File: src/rtl/io_pkg.sv
// rtl/io_pkg.sv - register offsets and status bit positions for the MMIO I/O block
package io_pkg;

    localparam logic [7:0] IO_STATUS   = 8'h00;
    localparam logic [7:0] IO_RX_DATA  = 8'h04;
    localparam logic [7:0] IO_TX_DATA  = 8'h08;
    localparam logic [7:0] IO_CYC_CNT  = 8'h10;
    localparam logic [7:0] IO_INST_CNT = 8'h14;
    localparam logic [7:0] IO_CNT_RST  = 8'h18;

    localparam int STAT_TX_FREE     = 0;
    localparam int STAT_RX_NONEMPTY = 1;

endpackage

File: src/rtl/io_sync_fifo.sv
// rtl/io_sync_fifo.sv - count-based synchronous FIFO with combinational head output
module io_sync_fifo #(
    parameter int WIDTH = 8,
    parameter int DEPTH = 8
) (
    input  logic             clk,
    input  logic             rst,
    input  logic             push,
    input  logic [WIDTH-1:0] din,
    input  logic             pop,
    output logic [WIDTH-1:0] dout,
    output logic             full,
    output logic             empty
);

    localparam int AW = (DEPTH > 1) ? $clog2(DEPTH) : 1;
    localparam logic [AW:0] FULL_CNT = (AW + 1)'(DEPTH);

    logic [WIDTH-1:0] mem [DEPTH];
    logic [AW-1:0]    wr_ptr;
    logic [AW-1:0]    rd_ptr;
    logic [AW:0]      count;
    logic             do_push;
    logic             do_pop;

    assign full    = (count == FULL_CNT);
    assign empty   = (count == '0);
    assign do_push = push & ~full;
    assign do_pop  = pop & ~empty;
    assign dout    = mem[rd_ptr];

    // Power-of-two depth lets the pointers wrap by plain overflow.
    always_ff @(posedge clk or posedge rst) begin
        if (rst) begin
            wr_ptr <= '0;
            rd_ptr <= '0;
            count  <= '0;
            for (int i = 0; i < DEPTH; i++) begin
                mem[i] <= '0;
            end
        end else begin
            if (do_push) begin
                mem[wr_ptr] <= din;
                wr_ptr      <= wr_ptr + 1'b1;
            end
            if (do_pop) begin
                rd_ptr <= rd_ptr + 1'b1;
            end
            case ({do_push, do_pop})
                2'b10:   count <= count + 1'b1;
                2'b01:   count <= count - 1'b1;
                default: count <= count;
            endcase
        end
    end

endmodule

File: src/rtl/mmio_io_ctrl.sv
// rtl/mmio_io_ctrl.sv - MMIO decode for UART RX FIFO, TX slot and cycle/instruction counters
module mmio_io_ctrl
    import io_pkg::*;
#(
    parameter int RX_FIFO_DEPTH = 8,
    parameter int CNT_WIDTH     = 32
) (
    input  logic        clk,
    input  logic        rst,
    input  logic        io_en,
    input  logic        io_we,
    input  logic [7:0]  io_addr,
    input  logic [31:0] io_wdata,
    output logic [31:0] io_rdata,
    input  logic        inst_retired,
    input  logic [7:0]  uart_rx_data,
    input  logic        uart_rx_valid,
    output logic        uart_rx_ready,
    output logic [7:0]  uart_tx_data,
    output logic        uart_tx_valid,
    input  logic        uart_tx_ready
);

    logic                 rd_req;
    logic                 wr_req;
    logic                 rx_pop;
    logic                 rx_full;
    logic                 rx_empty;
    logic [7:0]           rx_head;
    logic                 tx_load;
    logic                 cnt_clr;
    logic [CNT_WIDTH-1:0] cyc_cnt;
    logic [CNT_WIDTH-1:0] inst_cnt;
    logic [31:0]          rd_next;
    logic                 unused_wdata;

    assign unused_wdata = ^io_wdata[31:8];

    assign rd_req  = io_en & ~io_we;
    assign wr_req  = io_en & io_we;
    assign rx_pop  = rd_req & (io_addr == IO_RX_DATA) & ~rx_empty;
    // Free-ness is the pre-edge slot state, so a store racing the handshake is dropped.
    assign tx_load = wr_req & (io_addr == IO_TX_DATA) & ~uart_tx_valid;
    assign cnt_clr = wr_req & (io_addr == IO_CNT_RST);

    assign uart_rx_ready = ~rx_full;

    io_sync_fifo #(
        .WIDTH (8),
        .DEPTH (RX_FIFO_DEPTH)
    ) u_rx_fifo (
        .clk   (clk),
        .rst   (rst),
        .push  (uart_rx_valid),
        .din   (uart_rx_data),
        .pop   (rx_pop),
        .dout  (rx_head),
        .full  (rx_full),
        .empty (rx_empty)
    );

    always_ff @(posedge clk or posedge rst) begin
        if (rst) begin
            uart_tx_valid <= 1'b0;
            uart_tx_data  <= 8'h00;
        end else if (tx_load) begin
            uart_tx_valid <= 1'b1;
            uart_tx_data  <= io_wdata[7:0];
        end else if (uart_tx_valid && uart_tx_ready) begin
            uart_tx_valid <= 1'b0;
        end
    end

    always_ff @(posedge clk or posedge rst) begin
        if (rst) begin
            cyc_cnt  <= '0;
            inst_cnt <= '0;
        end else if (cnt_clr) begin
            cyc_cnt  <= '0;
            inst_cnt <= '0;
        end else begin
            cyc_cnt  <= cyc_cnt + 1'b1;
            inst_cnt <= inst_cnt + {{(CNT_WIDTH-1){1'b0}}, inst_retired};
        end
    end

    always_comb begin
        rd_next = 32'h0;
        case (io_addr)
            IO_STATUS: begin
                rd_next[STAT_TX_FREE]     = ~uart_tx_valid;
                rd_next[STAT_RX_NONEMPTY] = ~rx_empty;
            end
            IO_RX_DATA:  rd_next = rx_empty ? 32'h0 : {24'h0, rx_head};
            IO_CYC_CNT:  rd_next = 32'(cyc_cnt);
            IO_INST_CNT: rd_next = 32'(inst_cnt);
            default:     rd_next = 32'h0;
        endcase
    end

    // Load data is held until the next load, matching BIOS/DMEM read timing.
    always_ff @(posedge clk or posedge rst) begin
        if (rst) begin
            io_rdata <= 32'h0;
        end else if (rd_req) begin
            io_rdata <= rd_next;
        end
    end

endmodule

File: config.mk
export PLATFORM = sky130hd
export DESIGN_NAME = mmio_io_ctrl
export DESIGN_NICKNAME = d
export VERILOG_FILES = /design/src/rtl/io_pkg.sv /design/src/rtl/io_sync_fifo.sv /design/src/rtl/mmio_io_ctrl.sv
export SDC_FILE = /design/constraint.sdc
export NUM_CORES = 1
export LEC_CHECK = 0
export CORE_AREA = 3 3 136 138
export CTS_CLUSTER_SIZE = 8
export DETAILED_ROUTE_END_ITERATION = 7
export DIE_AREA = 0 0 139 141
export HOLD_SLACK_MARGIN = 0.03
export PLACE_DENSITY = 0.71
export SLEW_MARGIN = 40
export SYNTH_ARGS = -nofsm -noshare
export SYNTH_HDL_FRONTEND = slang
export SYNTH_SLANG_ARGS = --single-unit
File: constraint.sdc
create_clock -name clk -period 7.95 [get_ports clk]
set_clock_uncertainty 0.2 [all_clocks]
set_input_delay 1.59 -clock clk [delete_from_list [all_inputs] [get_ports clk]]
set_output_delay 1.59 -clock clk [all_outputs]
set_load 0.1 [all_outputs]
### Word level (Yosys, flattened, before mapping)

Index checks and enable logic that the tools add are counted.
W data, S select, Z words.

* register bits: 179
* input port bits: 55
* output and inout port bits: 42
* word-level logic and storage cells: 68

* add/subtract/negate cells: 6
* order comparisons: 3
* eq/ne operators: 8
* multiplexer cells: 14
* bitwise gates (word level): 15
* reductions and logical operators: 6

Operators with widths (count)
* $pmux W30 S3: 1
* $bwmux W64: 1
* $mux W32: 2
* $add A32 B1 Y32: 1
* $add A32 B1 Y32 const B: 1
* $mux W8: 4
* $bmux W8 S3: 1
* $demux W8 S3: 1
* $eq A8 B5 Y1 const B: 3
* $and A1 B1 Y1: 9
* $eq A8 B3 Y1 const B: 1
* $eq A8 B4 Y1 const B: 1
* $ge A4 B4 Y1 const B: 2
* $logic_not A8 Y1: 1
* $not A3 Y4: 2
* $pmux W2 S4: 1
* $pmux W4 S2: 1
* $add A3 B1 Y3 const B: 2
* $add A4 B1 Y4 const B: 1
* $eq A4 B4 Y1 const B: 1
* $logic_not A4 Y1: 1
* $lt A4 B1 Y1 const B: 1
* $not A1 Y1: 4
* $reduce_bool A2 Y1: 2
* other kinds (5): 7

### Longest topological paths before layout

* depth in word-level cells: 7
* mapped depth: 12
* gate-level depth less buffers: 11

### Hierarchy

A second synthesis with hierarchy kept.

* cell total of the unflattened synthesis: 774
* area, all modules: 8851.0 um2

Modules (own cells, without submodules)
* mmio_io_ctrl: instances 1, cells each 547, area each 5288.8 um2, sequential area each 2627.5 um2
* io_sync_fifo: instances 1, cells each 227, area each 3562.2 um2, sequential area each 1851.8 um2

### Least setup slack after synthesis

No wires, ideal clock.

* path type: input port to flip-flop
* start point: input port io_addr[7]
* end point: register u_rx_fifo.count[2]
* library setup time: 0.125 ns
* arrival: 3.753 ns
* data required time: 7.625 ns
* setup slack: 3.872 ns
* stages: 11
* buffers on the path: 0
* cell sequence: nor4_1 -> nor4b_2 -> nand3_1 -> inv_2 -> ha_1 -> xor2_1 -> ha_1 -> a21oi_1 -> xor2_1 -> nor2_1 -> xor2_1

* longest elaborated chain between the ends: 6
* elaborated cells on any way between the ends: 8
* those cells by class: eq/ne: 3; mux: 1; bitwise: 3; reduce/logical: 1

RTL lines
* start: declaration: line mmio_io_ctrl.sv:12 `input logic [7:0] io_addr,`
* $eq A8 B3 Y1 *: line mmio_io_ctrl.sv:41 `assign rx_pop = rd_req & (io_addr == IO_RX_DATA) & ~rx_empty;`
* $and A1 B1 Y1 * (2 in a row): line mmio_io_ctrl.sv:41
* $and A1 B1 Y1 *: line io_sync_fifo.sv:29 `assign do_pop = pop & ~empty;`
* named net u_rx_fifo.do_pop: line io_sync_fifo.sv:24 `logic do_pop;`
* $eq A2 B1 Y1 / $eq A2 B2 Y1 (equally long branches): line io_sync_fifo.sv:49 `case ({do_push, do_pop})`
* $pmux W4 S2 / $reduce_bool A2 Y1 (equally long branches)
* end signal: assignment: line io_sync_fifo.sv:50 `2'b10: count <= count + 1'b1;`
* end signal: assignment: line io_sync_fifo.sv:51 `2'b01: count <= count - 1'b1;`
* end signal: assignment: line io_sync_fifo.sv:52 `default: count <= count;`
* end: declaration: line io_sync_fifo.sv:22 `logic [AW:0] count;`

The timed path passes the listed nets; every way through them passes the cells marked *.
A chain may end at the register's enable or synchronous reset.

### Final worst setup path

Same ends and word-level chain as after synthesis.

==> results by group <==
Status
  • Status: complete, no violations

Finish
  • Final instance area: 10000 µm²
  • Inserted Diodes: 0
  • Layout cells sized above 1: 17.2%
  • Area growth syn-to-layout: 15.4%
  • Final net count: 866

Timing
  • Final Max Tran Viols: 0
  • Final Setup Violations: 0
  • Fmax: 213 MHz
  • RSZ-0062 raised after global routing: no
  • Tmin final: 4700 ps
  • Final WS setup: 3250 ps
  • Slew headroom: 49.4%
  • Final Hold Fails: 0
  • Crit share post-route: 59.1%
  • Worst-margin pin slew: 752 ps
  • Post-route setup TNS: 0 ps

Place
  • Hpwl dp: 13000 µm
  • RePlAce Congestion: 0.801
  • Area after DPL: 9350 µm²
  • DP Worst Slack: 2810 ps
  • I/O Buffers: 72

Clock tree
  • CTS Sinks: 179
  • Clk root buf: clkbuf_16
  • CTS Buffer Depth: 2
  • H-tree levels: 4
  • Clk slew on worst S/H paths: 70 ps
  • Worst-skew pair later-pin latency: 430 ps
  • Post-cts sizing count: 0
  • Hold buffers post-CTS: 0
  • TritonCTS clock tree: done
  • CTS Buf Count: 17
  • Setup Fix Bufs, Post-CTS: 0

Setup path
  • Crit-path max FO: 10
  • R2r endpoint: u_rx_fifo.count[2]
  • Worst r2r path cells: 11
  • CP Launch Type: input pin
  • R2r startpoint: u_rx_fifo.count[1]
  • Data required, critical path: 8060 ps
  • CP endpoint kind: flop
  • CP Data Arrival Time: 4810 ps
  • R2r setup slk: 5000 ps
  • Setup CP Type: input pin to flop

Yosys
  • Synth Cell Area: 8660 µm²
  • Synth warn: 0
  • Mux cell area share after synthesis: 18.8%
  • Top cell type's share of synthesized area: 51.7%
  • Synth Area in Adders: 1.16%
  • XOR/XNOR share of the synthesized area: 3.44%
  • Cell taking the most area after synthesis: dfrtp_1
  • FF+latch count, synth: 179
  • Mapped Nets: 809
  • Post-Syn Area per Cell: 11.6 µm²
  • EDFF count, synth: 0
  • Post-synth top flop: dfrtp_1
  • Ranking of synthesized cells by area: dfrtp_1 52%, mux2_1 6.8%, mux2i_1 4.7%, mux4_2 4.2%, mux2_2 3.1%
  • Main combinational cell family by area after synthesis: multiplexers
  • Synth cell types: 53
  • Post-Synth Simple-Gate Area: 15.6%
  • Synth async-reset ratio: 100%
  • Seq/Total Area, Yosys: 51.7%
  • Complex-gate fraction of the synthesized area: 6.83%
  • Cell count after synthesis: 746

Pwr
  • Leak Pwr: 4.40 nW
  • Worst VDD drop: 0.211 mV
  • Power Density: 277 nW/µm²

Job
  • Max-cap viol count: 0

GRT
  • GRT Residual Overflow: 0
  • Total GRT Usage: 20.3%
  • Global-route wire length before repair: 32400 µm
  • Initial antenna violation count: 0
  • Vias in the first global route: 6314
  • Largest net degree at the start of global routing: 117

Die
  • Full die area: 19600 µm²
  • Initial Util: 50.1%
  • Core Footprint: 17300 µm²
  • Die height: 141 µm
  • I/O Pins: 97
  • Die W: 139 µm
  • Num rows: 48

Drt
  • Via Count: 6173
  • DRT antenna net count: 0
  • Final WL: 19400 µm
  • DR WL/cell: 18.6 µm
  • DRC Markers: 0
  • Via/cell ratio: 5.93
  • Drt initial violations: 368
  • Drt pass-1 iters: 5

Min path
  • Hold WC Path Type: flop to flop
  • Min-delay src: io_rdata[13]
  • Hold path cells: 2
  • Hold EP: io_rdata[13]
[report_power, final]
part	switching (W)	internal [W]
Clock	0.000366	0.000539
Combinational	0.000253	0.000295
Sequential	0.000179	0.00114
Total	0.000798	0.00197
[cell families after synthesis]
group,count (synthesis)
buffers and inverters,53
XOR/XNOR,34
multiplexers,133
flip-flops,179
adder cells (fa/ha/maj),8
AND/OR/NAND/NOR,239
AO/OA/AOI/OAI,100
[worst max path at each step]
stage / end / slack, ps / start
after floorplan: cyc_cnt[0] / 1300 / rst
after global placement: u_rx_fifo.count[2] / 3020 / io_addr[7]
after detailed placement: u_rx_fifo.count[2] / 2810 / io_addr[7]
after CTS: u_rx_fifo.count[2] / 3250 / io_addr[7]
after global routing: u_rx_fifo.count[2] / 2990 / io_addr[7]
final: u_rx_fifo.count[2] / 3250 / io_addr[7]
[metal layers]
metal  routed length (µm)  up-vias  GRT usage [%]
met5                    0        -              0
met4                  278        0           5.97
met3                  747       20           3.97
met2                10200      150           35.6
met1                 8210     3151           25.9
li1                     -     2852              -
[metrics by stage]
stage	hold WS, ps	total power, W	std cells	util, %
floorplan	252	0.00171	746	-
global route	296	0.00291	1041	57.8
CTS	286	0.00278	1041	57.7
finish	279	0.00277	1041	57.8
detailed placement	270	0.00187	1009	54.0
global placement	262	0.00181	1009	55.2
[critical path, stage by stage]
cell and delay (ps):
clkdlybuf4s50_1 400, nor4_1 530, nor4b_2 490, nand3_1 490, inv_2 170, ha_1 270, xor2_1 110, ha_1 190
a21oi_1 170, xor2_1 190, nor2_1 70, xor2_1 140
[sequential cells by signal (all words and copies together), names as in the netlist]
name / cells
cyc_cnt: 32
inst_cnt: 32
io_rdata: 32
u_rx_fifo.count: 4
u_rx_fifo.mem: 64
u_rx_fifo.rd_ptr: 3
u_rx_fifo.wr_ptr: 3
uart_tx_data: 8
uart_tx_valid: 1
[cells in the mapped netlist, types with 2 or more instances]
cell type,instances
dfrtp_1,179
nand2_1,63
mux2_1,52
mux2i_1,41
nor2_1,35
a21oi_1,32
clkbuf_1,27
o21ai_1,26
mux2_2,24
nand3_1,24
or4_1,22
o31ai_1,20
nand4_1,19
xnor2_1,18
mux4_2,16
xor2_1,16
inv_1,11
or3_1,11
nor4_1,9
o21ai_0,9
and3_1,8
ha_1,8
o221ai_1,7
and2_1,6
and4_1,6
buf_1,6
nand2b_1,6
nor3_1,5
buf_2,4
buf_6,2
inv_2,2
nand3_2,2
nand3b_1,2
nand4_2,2
nand4b_2,2
nor3b_1,2
nor3b_2,2
o211ai_1,2
o21a_1,2
or2_1,2
or2_2,2
[cells in the final DEF (no fill, tap or decap), types with 10 or more instances in the layout]
cell             Yosys  final
or3_1               11     11
o31ai_1             20     20
nor2_1              35     33
nand4_1             19     19
nand3_1             24     24
mux4_2              16     16
nand2_1             63     62
xor2_1              16     16
a21oi_1             32     32
or4_1               22     22
inv_1               11     10
clkbuf_16            0     17
buf_2                4     43
mux2_1              52     52
dfrtp_1            179    178
o21ai_1             26     26
xnor2_1             18     18
mux2_2              24     24
clkdlybuf4s50_1      0     29
mux2i_1             41     41
[final cells by class]
type,count,area (µm²)
clock buffer,18,439
tap,225,282
clock inverter,14,198
sequential,179,4480
multi-input combinational,514,3990
inverter,14,65.1
timing repair buffer,77,547
fill,1446,7300
(Power assumes the default switching activity.)
